$ cat src/rtl/pc_fetch_sequencer_if.sv
// Instruction-memory fetch bus between the PC/fetch sequencer and imem/decode.
interface pc_fetch_sequencer_if;
    logic        imem_req;
    logic [63:0] imem_addr;
    logic        imem_ack;
    logic        instr_valid;

    modport master (
        output imem_req,
        output imem_addr,
        input  imem_ack,
        output instr_valid
    );

    modport slave (
        input  imem_req,
        input  imem_addr,
        output imem_ack,
        input  instr_valid
    );
endinterface

$ cat src/rtl/pc_fetch_sequencer.sv
// Multi-cycle fetch/PC controller for the LEGv8 core.
// Owns the architectural PC, fetches one word at a time over a req/ack bus,
// then waits for the execute stage to resolve the branch before committing
// the next PC.
//
// state      | meaning
// -----------+-----------------------------------------------------------
// S_IDLE     | stopped at an instruction boundary, waiting for run
// S_FETCH    | imem_req high for CurrentPC, counting cycles without ack
// S_WAIT_RES | word delivered, waiting for resolved branch controls
// S_FAULT    | sticky error (timeout or misaligned target), reset only
module pc_fetch_sequencer #(
    parameter logic [63:0] RESET_PC = 64'h0,
    parameter int unsigned PC_INC   = 4,
    parameter int unsigned MAX_WAIT = 15
) (
    input  logic                        CLK,
    input  logic                        resetl,
    input  logic                        run,
    pc_fetch_sequencer_if.master        imem,
    input  logic                        res_valid,
    input  logic                        Branch,
    input  logic                        ALUZero,
    input  logic                        Uncondbranch,
    input  logic [63:0]                 SignExtImm64,
    output logic [63:0]                 CurrentPC,
    output logic                        busy,
    output logic                        fault,
    output logic [1:0]                  fault_cause,
    output logic [31:0]                 retired
);

    typedef enum logic [1:0] {
        S_IDLE     = 2'd0,
        S_FETCH    = 2'd1,
        S_WAIT_RES = 2'd2,
        S_FAULT    = 2'd3
    } state_t;

    localparam logic [7:0]  WAIT_LAST   = 8'(MAX_WAIT - 1);
    localparam logic [63:0] INC         = 64'(PC_INC);
    localparam logic [1:0]  CAUSE_NONE  = 2'b00;
    localparam logic [1:0]  CAUSE_TMO   = 2'b01;
    localparam logic [1:0]  CAUSE_ALIGN = 2'b10;

    state_t      state_q, state_d;
    logic [63:0] pc_q, pc_d;
    logic [7:0]  wait_q, wait_d;
    logic [31:0] retired_q, retired_d;
    logic [1:0]  cause_q, cause_d;
    logic        ivalid_q, ivalid_d;
    logic        req;

    logic        taken;
    logic [63:0] target;

    // Branch resolution; additions wrap modulo 2^64 by construction.
    always_comb begin
        taken  = Uncondbranch | (Branch & ALUZero);
        target = taken ? (pc_q + SignExtImm64) : (pc_q + INC);
    end

    // State and datapath registers; reset abandons any in-flight fetch.
    always_ff @(posedge CLK or negedge resetl) begin
        if (!resetl) begin
            state_q   <= S_IDLE;
            pc_q      <= RESET_PC;
            wait_q    <= 8'd0;
            retired_q <= 32'd0;
            cause_q   <= CAUSE_NONE;
            ivalid_q  <= 1'b0;
        end else begin
            state_q   <= state_d;
            pc_q      <= pc_d;
            wait_q    <= wait_d;
            retired_q <= retired_d;
            cause_q   <= cause_d;
            ivalid_q  <= ivalid_d;
        end
    end

    // Next-state, fetch request and commit decisions.
    always_comb begin
        state_d   = state_q;
        pc_d      = pc_q;
        wait_d    = wait_q;
        retired_d = retired_q;
        cause_d   = cause_q;
        ivalid_d  = 1'b0;
        req       = 1'b0;

        case (state_q)
            S_IDLE: begin
                wait_d = 8'd0;
                if (run) begin
                    state_d = S_FETCH;
                end
            end
            S_FETCH: begin
                req = 1'b1;
                // res_valid is deliberately not looked at here: an ack in
                // the same cycle always wins.
                if (imem.imem_ack) begin
                    ivalid_d = 1'b1;
                    wait_d   = 8'd0;
                    state_d  = S_WAIT_RES;
                end else if (wait_q == WAIT_LAST) begin
                    wait_d  = 8'd0;
                    cause_d = CAUSE_TMO;
                    state_d = S_FAULT;
                end else begin
                    wait_d = wait_q + 8'd1;
                end
            end
            S_WAIT_RES: begin
                if (res_valid) begin
                    if (target[1:0] != 2'b00) begin
                        cause_d = CAUSE_ALIGN;
                        state_d = S_FAULT;
                    end else begin
                        pc_d      = target;
                        retired_d = retired_q + 32'd1;
                        state_d   = run ? S_FETCH : S_IDLE;
                    end
                end
            end
            S_FAULT: begin
                state_d = S_FAULT;
            end
            default: begin
                state_d = S_IDLE;
            end
        endcase
    end

    // Output mapping.
    always_comb begin
        imem.imem_req    = req;
        imem.imem_addr   = pc_q;
        imem.instr_valid = ivalid_q;
        CurrentPC        = pc_q;
        busy             = (state_q == S_FETCH) || (state_q == S_WAIT_RES);
        fault            = (state_q == S_FAULT);
        fault_cause      = cause_q;
        retired          = retired_q;
    end

endmodule

$ cat src/flat_wrapper.sv
// flat-port wrapper written by rule: the top's interface ports become plain ports
module pc_fetch_sequencer_flat 
#(
    parameter logic [63:0] RESET_PC = 64'h0,
    parameter int unsigned PC_INC   = 4,
    parameter int unsigned MAX_WAIT = 15
)
  (CLK, resetl, run, res_valid, Branch, ALUZero, Uncondbranch, SignExtImm64, CurrentPC, busy, fault, fault_cause, retired, imem_imem_req, imem_imem_addr, imem_imem_ack, imem_instr_valid);
  pc_fetch_sequencer_if imem_i ();
  input  logic CLK;
  input  logic resetl;
  input  logic run;
  input  logic res_valid;
  input  logic Branch;
  input  logic ALUZero;
  input  logic Uncondbranch;
  input  logic [63:0] SignExtImm64;
  output logic [63:0] CurrentPC;
  output logic busy;
  output logic fault;
  output logic [1:0] fault_cause;
  output logic [31:0] retired;
  output wire logic [$bits(imem_i.imem_req)-1:0] imem_imem_req;
  output wire logic [$bits(imem_i.imem_addr)-1:0] imem_imem_addr;
  input wire logic [$bits(imem_i.imem_ack)-1:0] imem_imem_ack;
  output wire logic [$bits(imem_i.instr_valid)-1:0] imem_instr_valid;
  assign imem_imem_req = imem_i.imem_req;
  assign imem_imem_addr = imem_i.imem_addr;
  assign imem_i.imem_ack = imem_imem_ack;
  assign imem_instr_valid = imem_i.instr_valid;
  pc_fetch_sequencer #(.RESET_PC(RESET_PC), .PC_INC(PC_INC), .MAX_WAIT(MAX_WAIT)) u_core (.CLK(CLK), .resetl(resetl), .run(run), .imem(imem_i), .res_valid(res_valid), .Branch(Branch), .ALUZero(ALUZero), .Uncondbranch(Uncondbranch), .SignExtImm64(SignExtImm64), .CurrentPC(CurrentPC), .busy(busy), .fault(fault), .fault_cause(fault_cause), .retired(retired));
endmodule
$ cat config.mk
export PLATFORM = sky130hd
export DESIGN_NAME = pc_fetch_sequencer_flat
export DESIGN_NICKNAME = d
export VERILOG_FILES = /design/src/rtl/pc_fetch_sequencer_if.sv /design/src/rtl/pc_fetch_sequencer.sv /design/src/flat_wrapper.sv
export SDC_FILE = /design/constraint.sdc
export NUM_CORES = 1
export LEC_CHECK = 0
export ABC_AREA = 1
export CORE_ASPECT_RATIO = 0.6
export CORE_MARGIN = 4
export CORE_UTILIZATION = 25
export DETAILED_ROUTE_END_ITERATION = 6
export PLACE_DENSITY = 0.44
export SLEW_MARGIN = 20
export SYNTH_ARGS = -nofsm -noshare
export SYNTH_HDL_FRONTEND = slang
export SYNTH_SLANG_ARGS = --single-unit
export TNS_END_PERCENT = 100
$ cat constraint.sdc
create_clock -name CLK -period 6.9 [get_ports CLK]
set_input_delay 2.07 -clock CLK [delete_from_list [all_inputs] [get_ports CLK]]
set_output_delay 2.07 -clock CLK [all_outputs]
set_load 0.03 [all_outputs]
==> results.toml, run 1 <==
[status]
status = "finished clean"

[timing]
final_number_of_max_transition_violations = 0
finalCritPeriodShare_pct = 69.8
worst_clock_skew_ns = 0.0184
rsz0062_at_grt = "false"
sum_of_negative_setup_slack_ns = 0
setup-violations-final = 0
tightestPinTransition_ns = 0.943
timing.final.crit_period_ns = 4.82
final-hold-violation-count = 0
headroom_to_the_max_slew_limit_pct = 37.1
max_freq_mhz = 208

[clocking]
h-tree-depth = 3
cts_resized = 0
clock_latency_ns = 0.39
clk_pin_slew_ns = 0.10
tritoncts_clock_tree = "yes"
max-clock-path-buffers = 2
clkSinkCount = 109
cts_setup_buffers = 0
cts.root.buffer_cell = "sky130_fd_sc_hd__clkbuf_16"
cts_made_buffers = 9
hold_buffers = 0

[placed_design]
port_buffers = 237
dp.final_hpwl_mm = 52.8
dp_cells = 3112
routabilityCongestion = 0.956

[floorplan]
fp.dieW_microns = 305
die_h_microns = 186
fp.coreArea_sq_mm = 0.0516
io_pins = 238
num_rows = 64
design.die.area_sq_mm = 0.0567
starting_density_of_the_core_pct = 25.6

[min_path]
hold_path_depth = 2
worst_hold_startpoint = "u_core.fault_cause[1]$_DFFE_PN0P_"
hold_path_class = "reg -> reg"

[pwr]
seq_power_share_pct = 19.2
switching_share_pct = 61.0
p_clk_share_pct = 7.6
power_report.internal_total_mw = 3.04
comb_power_share_pct = 73.2
p_sw_mw = 4.76
static-leakage-power_nw = 8.14
p_per_area_mw_per_mm2 = 481
maximum_vdd_drop_uv = 281
design_power_total_mw = 7.80

[logic_synthesis]
synthesis.nets = 2416
mux_cell_area_share_after_synthesis_pct = 0
yosysWarnings = 0
sequential_to_total_area_share_from_yosys_stat_pct = 20.6
synth_seq_cells = 109
post_synth_instance_area_sq_mm = 0.0132
number_of_enable_flip_flop_cells_after_synthesis = 0
synth_top_area_share_pct = 21.2
post_synth_inst_count = 2272
synthArstFlopShare_pct = 100
synth-compound-area-share_pct = 12.2
synth_xor_xnor_area_share_pct = 5.57
synth_top_flop_cell = "sky130_fd_sc_hd__dfrtp_1"
synth_area_leader = "sky130_fd_sc_hd__nand2_1"
adder_cell_share_of_the_synthesized_area_pct = 6.88
synthSimpleGateAreaFrac_pct = 38.9
dominant_combinational_cell_family_by_area_after_synthesis = "simple AND/OR/NAND/NOR gates"
yosys.cell_types.count = 44
synth.top_cells.by_area = "sky130_fd_sc_hd__nand2_1 (21%), sky130_fd_sc_hd__dfrtp_1 (21%), sky130_fd_sc_hd__inv_1 (11%)"
synth_area_per_cell_sq_um = 5.81

[cells_and_area]
stdcell_count = 3128
synthToLayoutAreaGrowth_pct = 22.7
final_net_count = 2574
num_antenna_cells = 0
final_cell_mix = "sky130_fd_sc_hd__nand2_1 (745), sky130_fd_sc_hd__inv_1 (389), sky130_fd_sc_hd__clkdlybuf4s50_1 (236), sky130_fd_sc_hd__nor2_1 (206), sky130_fd_sc_hd__a21oi_1 (157)"
fin_util_pct = 31.4
layout_commonest_cell = "sky130_fd_sc_hd__nand2_1"
proportion_of_layout_cells_with_a_drive_suffix_above_1_pct = 2.42

[worst_setup_path]
path_cells = "clkdlybuf4s50_1 -> ha_1 -> fa_1 -> or2_2 -> o21ai_2 -> nand2_2 -> nor2_4 -> buf_4 -> nand2_2 -> nor2_2 -> nand3_2 -> nor3_2 -> xor2_1"
crit_arrival_ns = 5.13
timing.reg2reg.worst_path_depth = 12
worst_path_max_delay_cell = "sky130_fd_sc_hd__buf_4"
critical_path_depth = 13
critical_path.top_delay_family = "simple AND/OR/NAND/NOR gates"
critPathLaunchType = "input port"
cp-startpoint = "SignExtImm64[0]"
worstSetupPathType = "in -> reg"
crit_path_max_fanout = 68
worst_ep_required_time_ns = 7.21
r2r-start = "u_core.CurrentPC[0]$_DFFE_PN0P_"
crit_buf_inv = 2
crit_path_frequent_cell = "sky130_fd_sc_hd__nand2_2"
end_kind = "register"
max_stage_delay_ns = 0.57

[grt]
grt_max_degree = 89
globalRoute.totalOverflow = 0
antenna_found_initial = 0
grt_pass1_vias = 14000
grt.total_usage_pct = 21.6
grt_first_pass_wirelength_mm = 91.6

[routing]
wire_per_inst_microns = 20.1
wl_mm = 62.8
drt.antenna.violating_nets = 0
viasPerCell = 4.82
drc = 0
num_vias = 15100
first_pass_iters = 5
drt_first_iter_violations = 1310

[run]
cap_violations = 0
==> worst reg2reg max path: cells and delay by family (launching register included) <==
family	cells	cell delay, ns
adders and majority gates	2	0.66
AOI/OAI and AO/OA	1	0.18
DFF	1	0.45
buffers and inverters	1	0.57
and+or+nand+nor	7	1.08
xor gates and xnor gates	1	0.18
==> synth_stat cells (3+ instances only) <==
| library cell | count |
|---|---|
| sky130_fd_sc_hd__a21boi_0 | 6 |
| sky130_fd_sc_hd__a21boi_1 | 10 |
| sky130_fd_sc_hd__nor2_1 | 206 |
| sky130_fd_sc_hd__nand4_1 | 26 |
| sky130_fd_sc_hd__buf_4 | 65 |
| sky130_fd_sc_hd__and2_1 | 6 |
| sky130_fd_sc_hd__nand3b_1 | 15 |
| sky130_fd_sc_hd__ha_1 | 71 |
| sky130_fd_sc_hd__dfrtp_1 | 109 |
| sky130_fd_sc_hd__nand3_1 | 126 |
| sky130_fd_sc_hd__o22ai_1 | 3 |
| sky130_fd_sc_hd__buf_2 | 11 |
| sky130_fd_sc_hd__clkbuf_1 | 18 |
| sky130_fd_sc_hd__nand2_1 | 745 |
| sky130_fd_sc_hd__nor2_2 | 4 |
| sky130_fd_sc_hd__or2_2 | 10 |
| sky130_fd_sc_hd__a22oi_1 | 14 |
| sky130_fd_sc_hd__nand2_2 | 3 |
| sky130_fd_sc_hd__nand3_2 | 3 |
| sky130_fd_sc_hd__a21oi_1 | 157 |
| sky130_fd_sc_hd__inv_1 | 390 |
| sky130_fd_sc_hd__nor4_1 | 11 |
| sky130_fd_sc_hd__nor3_2 | 7 |
| sky130_fd_sc_hd__o21ai_0 | 78 |
| sky130_fd_sc_hd__nor3_1 | 59 |
| sky130_fd_sc_hd__inv_2 | 4 |
| sky130_fd_sc_hd__o21bai_1 | 10 |
| sky130_fd_sc_hd__xor2_1 | 77 |
| sky130_fd_sc_hd__a2bb2oi_1 | 4 |
| sky130_fd_sc_hd__xnor2_1 | 7 |
==> through the flow <==
stage	instance area, sq um	hold slack [ns]	setup slack [ns]
2_1_floorplan	13200	0.495	2.86
3_3_place_gp	15900	0.481	1.71
3_5_place_dp	15900	0.487	1.66
4_1_cts	16200	0.512	2.09
5_1_grt	16200	0.550	1.89
6_report	16200	0.505	2.08
==> worst paths after layout <==
check	slack (ns)	end
max in group asynchronous	4.16	u_core.CurrentPC[33]$_DFFE_PN0P_
max	2.08	u_core.retired[11]$_DFFE_PN0P_
min	0.50	u_core.fault_cause[1]$_DFFE_PN0P_
max reg2reg	3.71	u_core.retired[11]$_DFFE_PN0P_
min reg2reg	0.50	u_core.fault_cause[1]$_DFFE_PN0P_
min in group asynchronous	1.70	u_core.retired[23]$_DFFE_PN0P_
==> power groups by stage <==
| stage | sequential [mW] | combinational, mW | clock [mW] |
|---|---|---|---|
| after floorplan | 1.68 | 3.31 | 0 |
| after global placement | 1.51 | 5.62 | 0 |
| after detailed placement | 1.52 | 5.60 | 0 |
| after CTS | 1.51 | 5.64 | 0.612 |
| after global routing | 1.56 | 6.20 | 0.636 |
| final | 1.50 | 5.71 | 0.594 |
==> cell families (layout without fill, tap and decap cells) <==
logic type | after synthesis | count (layout)
and+or+nand+nor | 1227 | 1227
buffers and inverters | 489 | 652
AOI/OAI and AO/OA | 291 | 291
DFF | 109 | 109
xor gates and xnor gates | 84 | 84
adders and majority gates | 72 | 72
==> layer usage <==
metal | routed length (microns) | global-route usage (%) | up-vias
li1 | - | - | 7402
met1 | 33300 | 34.7 | 7084
met2 | 23000 | 28.5 | 561
met3 | 6080 | 6.35 | 24
met4 | 399 | 2.09 | 0
met5 | 0 | 0 | -
==> final cells by class <==
class                      count  area [sq um]
inverter                     394          1480
tap                          693           867
fill                        5821         35400
multi-input combinational   1674          8390
clock buffer                   9           225
sequential                   109          2730
clock inverter                 7          98.8
timing repair buffer         242          2410
==> state kept, by name (all words and copies together), names as in the netlist <==
signal / flops
u_core.state_q: 2
u_core.imem.instr_valid: 1
u_core.wait_q: 8
u_core.CurrentPC: 64
u_core.fault_cause: 2
u_core.retired: 32
Power figures use the tool's default switching activity.
==> run 2: changes to the inputs <==
--- a/config.mk
+++ b/config.mk
@@ -10,7 +10,7 @@
 export CORE_MARGIN = 4
 export CORE_UTILIZATION = 25
 export DETAILED_ROUTE_END_ITERATION = 6
-export PLACE_DENSITY = 0.44
+export PLACE_DENSITY = 0.46
 export SLEW_MARGIN = 20
 export SYNTH_ARGS = -nofsm -noshare
 export SYNTH_HDL_FRONTEND = slang
==> constraint.sdc (replaced) <==
create_clock -name CLK -period 4.4 [get_ports CLK]
set_input_delay 1.32 -clock CLK [delete_from_list [all_inputs] [get_ports CLK]]
set_output_delay 1.32 -clock CLK [all_outputs]
set_load 0.03 [all_outputs]
==> results.toml, run 2 (same netlist as run 1, synthesis figures left out) <==
[status]
status = "finished clean"

[pwr]
static-leakage-power_nw = 8.23
p_sw_mw = 7.41
p_clk_share_pct = 7.5
power_report.internal_total_mw = 4.87
switching_share_pct = 60.3
comb_power_share_pct = 73.3
design_power_total_mw = 12.3
p_per_area_mw_per_mm2 = 751
maximum_vdd_drop_uv = 368
seq_power_share_pct = 19.1

[routing]
drt.antenna.violating_nets = 0
num_vias = 15200
wire_per_inst_microns = 19.9
first_pass_iters = 6
drt_first_iter_violations = 1683
viasPerCell = 4.85
drc = 0
wl_mm = 62.4

[timing]
final_number_of_max_transition_violations = 0
headroom_to_the_max_slew_limit_pct = 21.6
max_freq_mhz = 267
sum_of_negative_setup_slack_ns = 0
worst_clock_skew_ns = 0.0114
setup-violations-final = 0
rsz0062_at_grt = "false"
finalCritPeriodShare_pct = 85.0
timing.final.crit_period_ns = 3.74
final-hold-violation-count = 0
tightestPinTransition_ns = 1.17

[worst_setup_path]
end_kind = "register"
crit_path_max_fanout = 5
critPathLaunchType = "input port"
r2r-start = "u_core.CurrentPC[9]$_DFFE_PN0P_"
worstSetupPathType = "in -> reg"
reg2reg_to = "u_core.CurrentPC[61]$_DFFE_PN0P_"
r2r_slack_ns = 1.41
crit_arrival_ns = 4.04
timing.reg2reg.worst_path_depth = 8
worst_ep_required_time_ns = 4.70

[cells_and_area]
proportion_of_layout_cells_with_a_drive_suffix_above_1_pct = 2.94
final_cell_mix = "sky130_fd_sc_hd__nand2_1 (745), sky130_fd_sc_hd__inv_1 (390), sky130_fd_sc_hd__clkdlybuf4s50_1 (236), sky130_fd_sc_hd__nor2_1 (206), sky130_fd_sc_hd__a21oi_1 (157)"
largest_register_ff_count = 64
synthToLayoutAreaGrowth_pct = 23.7
final_net_count = 2588
num_antenna_cells = 0
layout_commonest_cell = "sky130_fd_sc_hd__nand2_1"

[floorplan]
fp.coreArea_sq_mm = 0.0516
die_h_microns = 186
num_rows = 64
design.die.area_sq_mm = 0.0567
starting_density_of_the_core_pct = 25.6
io_pins = 238
fp.dieW_microns = 305

[clocking]
clk_pin_slew_ns = 0.09
hold_buffers = 0
h-tree-depth = 3
cts_setup_buffers = 0
clock_latency_ns = 0.38
tritoncts_clock_tree = "yes"
cts_resized = 0
cts_made_buffers = 9
cts.root.buffer_cell = "sky130_fd_sc_hd__clkbuf_16"
max-clock-path-buffers = 2
clkSinkCount = 109

[min_path]
hold_path_depth = 2
hold_path_class = "reg -> reg"
min_to = "u_core.fault_cause[0]$_DFFE_PN0P_"
worst_hold_startpoint = "u_core.fault_cause[0]$_DFFE_PN0P_"

[grt]
antenna_found_initial = 0
grt_pass1_vias = 14100
grt.total_usage_pct = 21.5
globalRoute.totalOverflow = 0
grt_max_degree = 71
grt_first_pass_wirelength_mm = 91.5

[run]
cap_violations = 0

[placed_design]
routabilityCongestion = 0.963
port_buffers = 237
dp.final_hpwl_mm = 53.0
run 2: how the worst max path moves through the flow:
stage	from	end	slack [ns]
after floorplan	SignExtImm64[0]	u_core.CurrentPC[13]$_DFFE_PN0P_	1.11
after global placement	SignExtImm64[38]	u_core.CurrentPC[55]$_DFFE_PN0P_	0.29
after detailed placement	SignExtImm64[0]	u_core.CurrentPC[36]$_DFFE_PN0P_	0.36
after CTS	SignExtImm64[0]	u_core.CurrentPC[36]$_DFFE_PN0P_	0.76
after global routing	SignExtImm64[13]	u_core.CurrentPC[62]$_DFFE_PN0P_	0.55
final	SignExtImm64[38]	u_core.CurrentPC[55]$_DFFE_PN0P_	0.66
run 2: power groups by stage:
stage / Clock [mW] / Sequential, mW / Combinational (mW)
floorplan: 0 / 2.64 / 5.19
global placement: 0 / 2.38 / 8.87
detailed placement: 0 / 2.39 / 8.85
CTS: 0.953 / 2.37 / 8.90
global route: 0.993 / 2.45 / 9.79
finish: 0.924 / 2.35 / 9.00
run 2: worst max-delay path: stages:
cell	delay (ns)
sky130_fd_sc_hd__clkdlybuf4s50_1	0.41
sky130_fd_sc_hd__ha_1	0.44
sky130_fd_sc_hd__nand2_1	0.14
sky130_fd_sc_hd__nor2_1	0.16
sky130_fd_sc_hd__inv_1	0.10
sky130_fd_sc_hd__nor2_1	0.42
sky130_fd_sc_hd__nand2_1	0.28
sky130_fd_sc_hd__nor4_1	0.27
sky130_fd_sc_hd__nand2_1	0.12
sky130_fd_sc_hd__nand3_1	0.10
sky130_fd_sc_hd__nand3_1	0.13
sky130_fd_sc_hd__a21oi_1	0.17
run 2: routing by layer:
layer	up-vias	global-route usage, %	share of wire, %
li1	7427	-	-
met1	7200	34.9	53
met2	585	28.5	37
met3	25	5.31	9.1
met4	0	1.99	0.62
met5	-	0	0
run 2: cell type report:
class	count	area, sq um
fillers	5849	35200
multi-input cells	1674	8390
flip-flops and latches	109	2730
repair buffers	256	2560
inverters	394	1480
well taps	693	867
clock buffers	9	225
clock inverters	7	90.1
run 2: through the flow:
| stage | hold WS, ns | cells | util (%) | instance area, sq um | worst slack (ns) |
|---|---|---|---|---|---|
| floorplan | 0.495 | 2272 | - | 13200 | 1.11 |
| global placement | 0.479 | 3126 | 31.1 | 16000 | 0.287 |
| detailed placement | 0.486 | 3126 | 31.1 | 16000 | 0.364 |
| CTS | 0.508 | 3142 | 31.7 | 16300 | 0.764 |
| global route | 0.540 | 3142 | 31.7 | 16300 | 0.549 |
| finish | 0.498 | 3142 | 31.7 | 16300 | 0.659 |
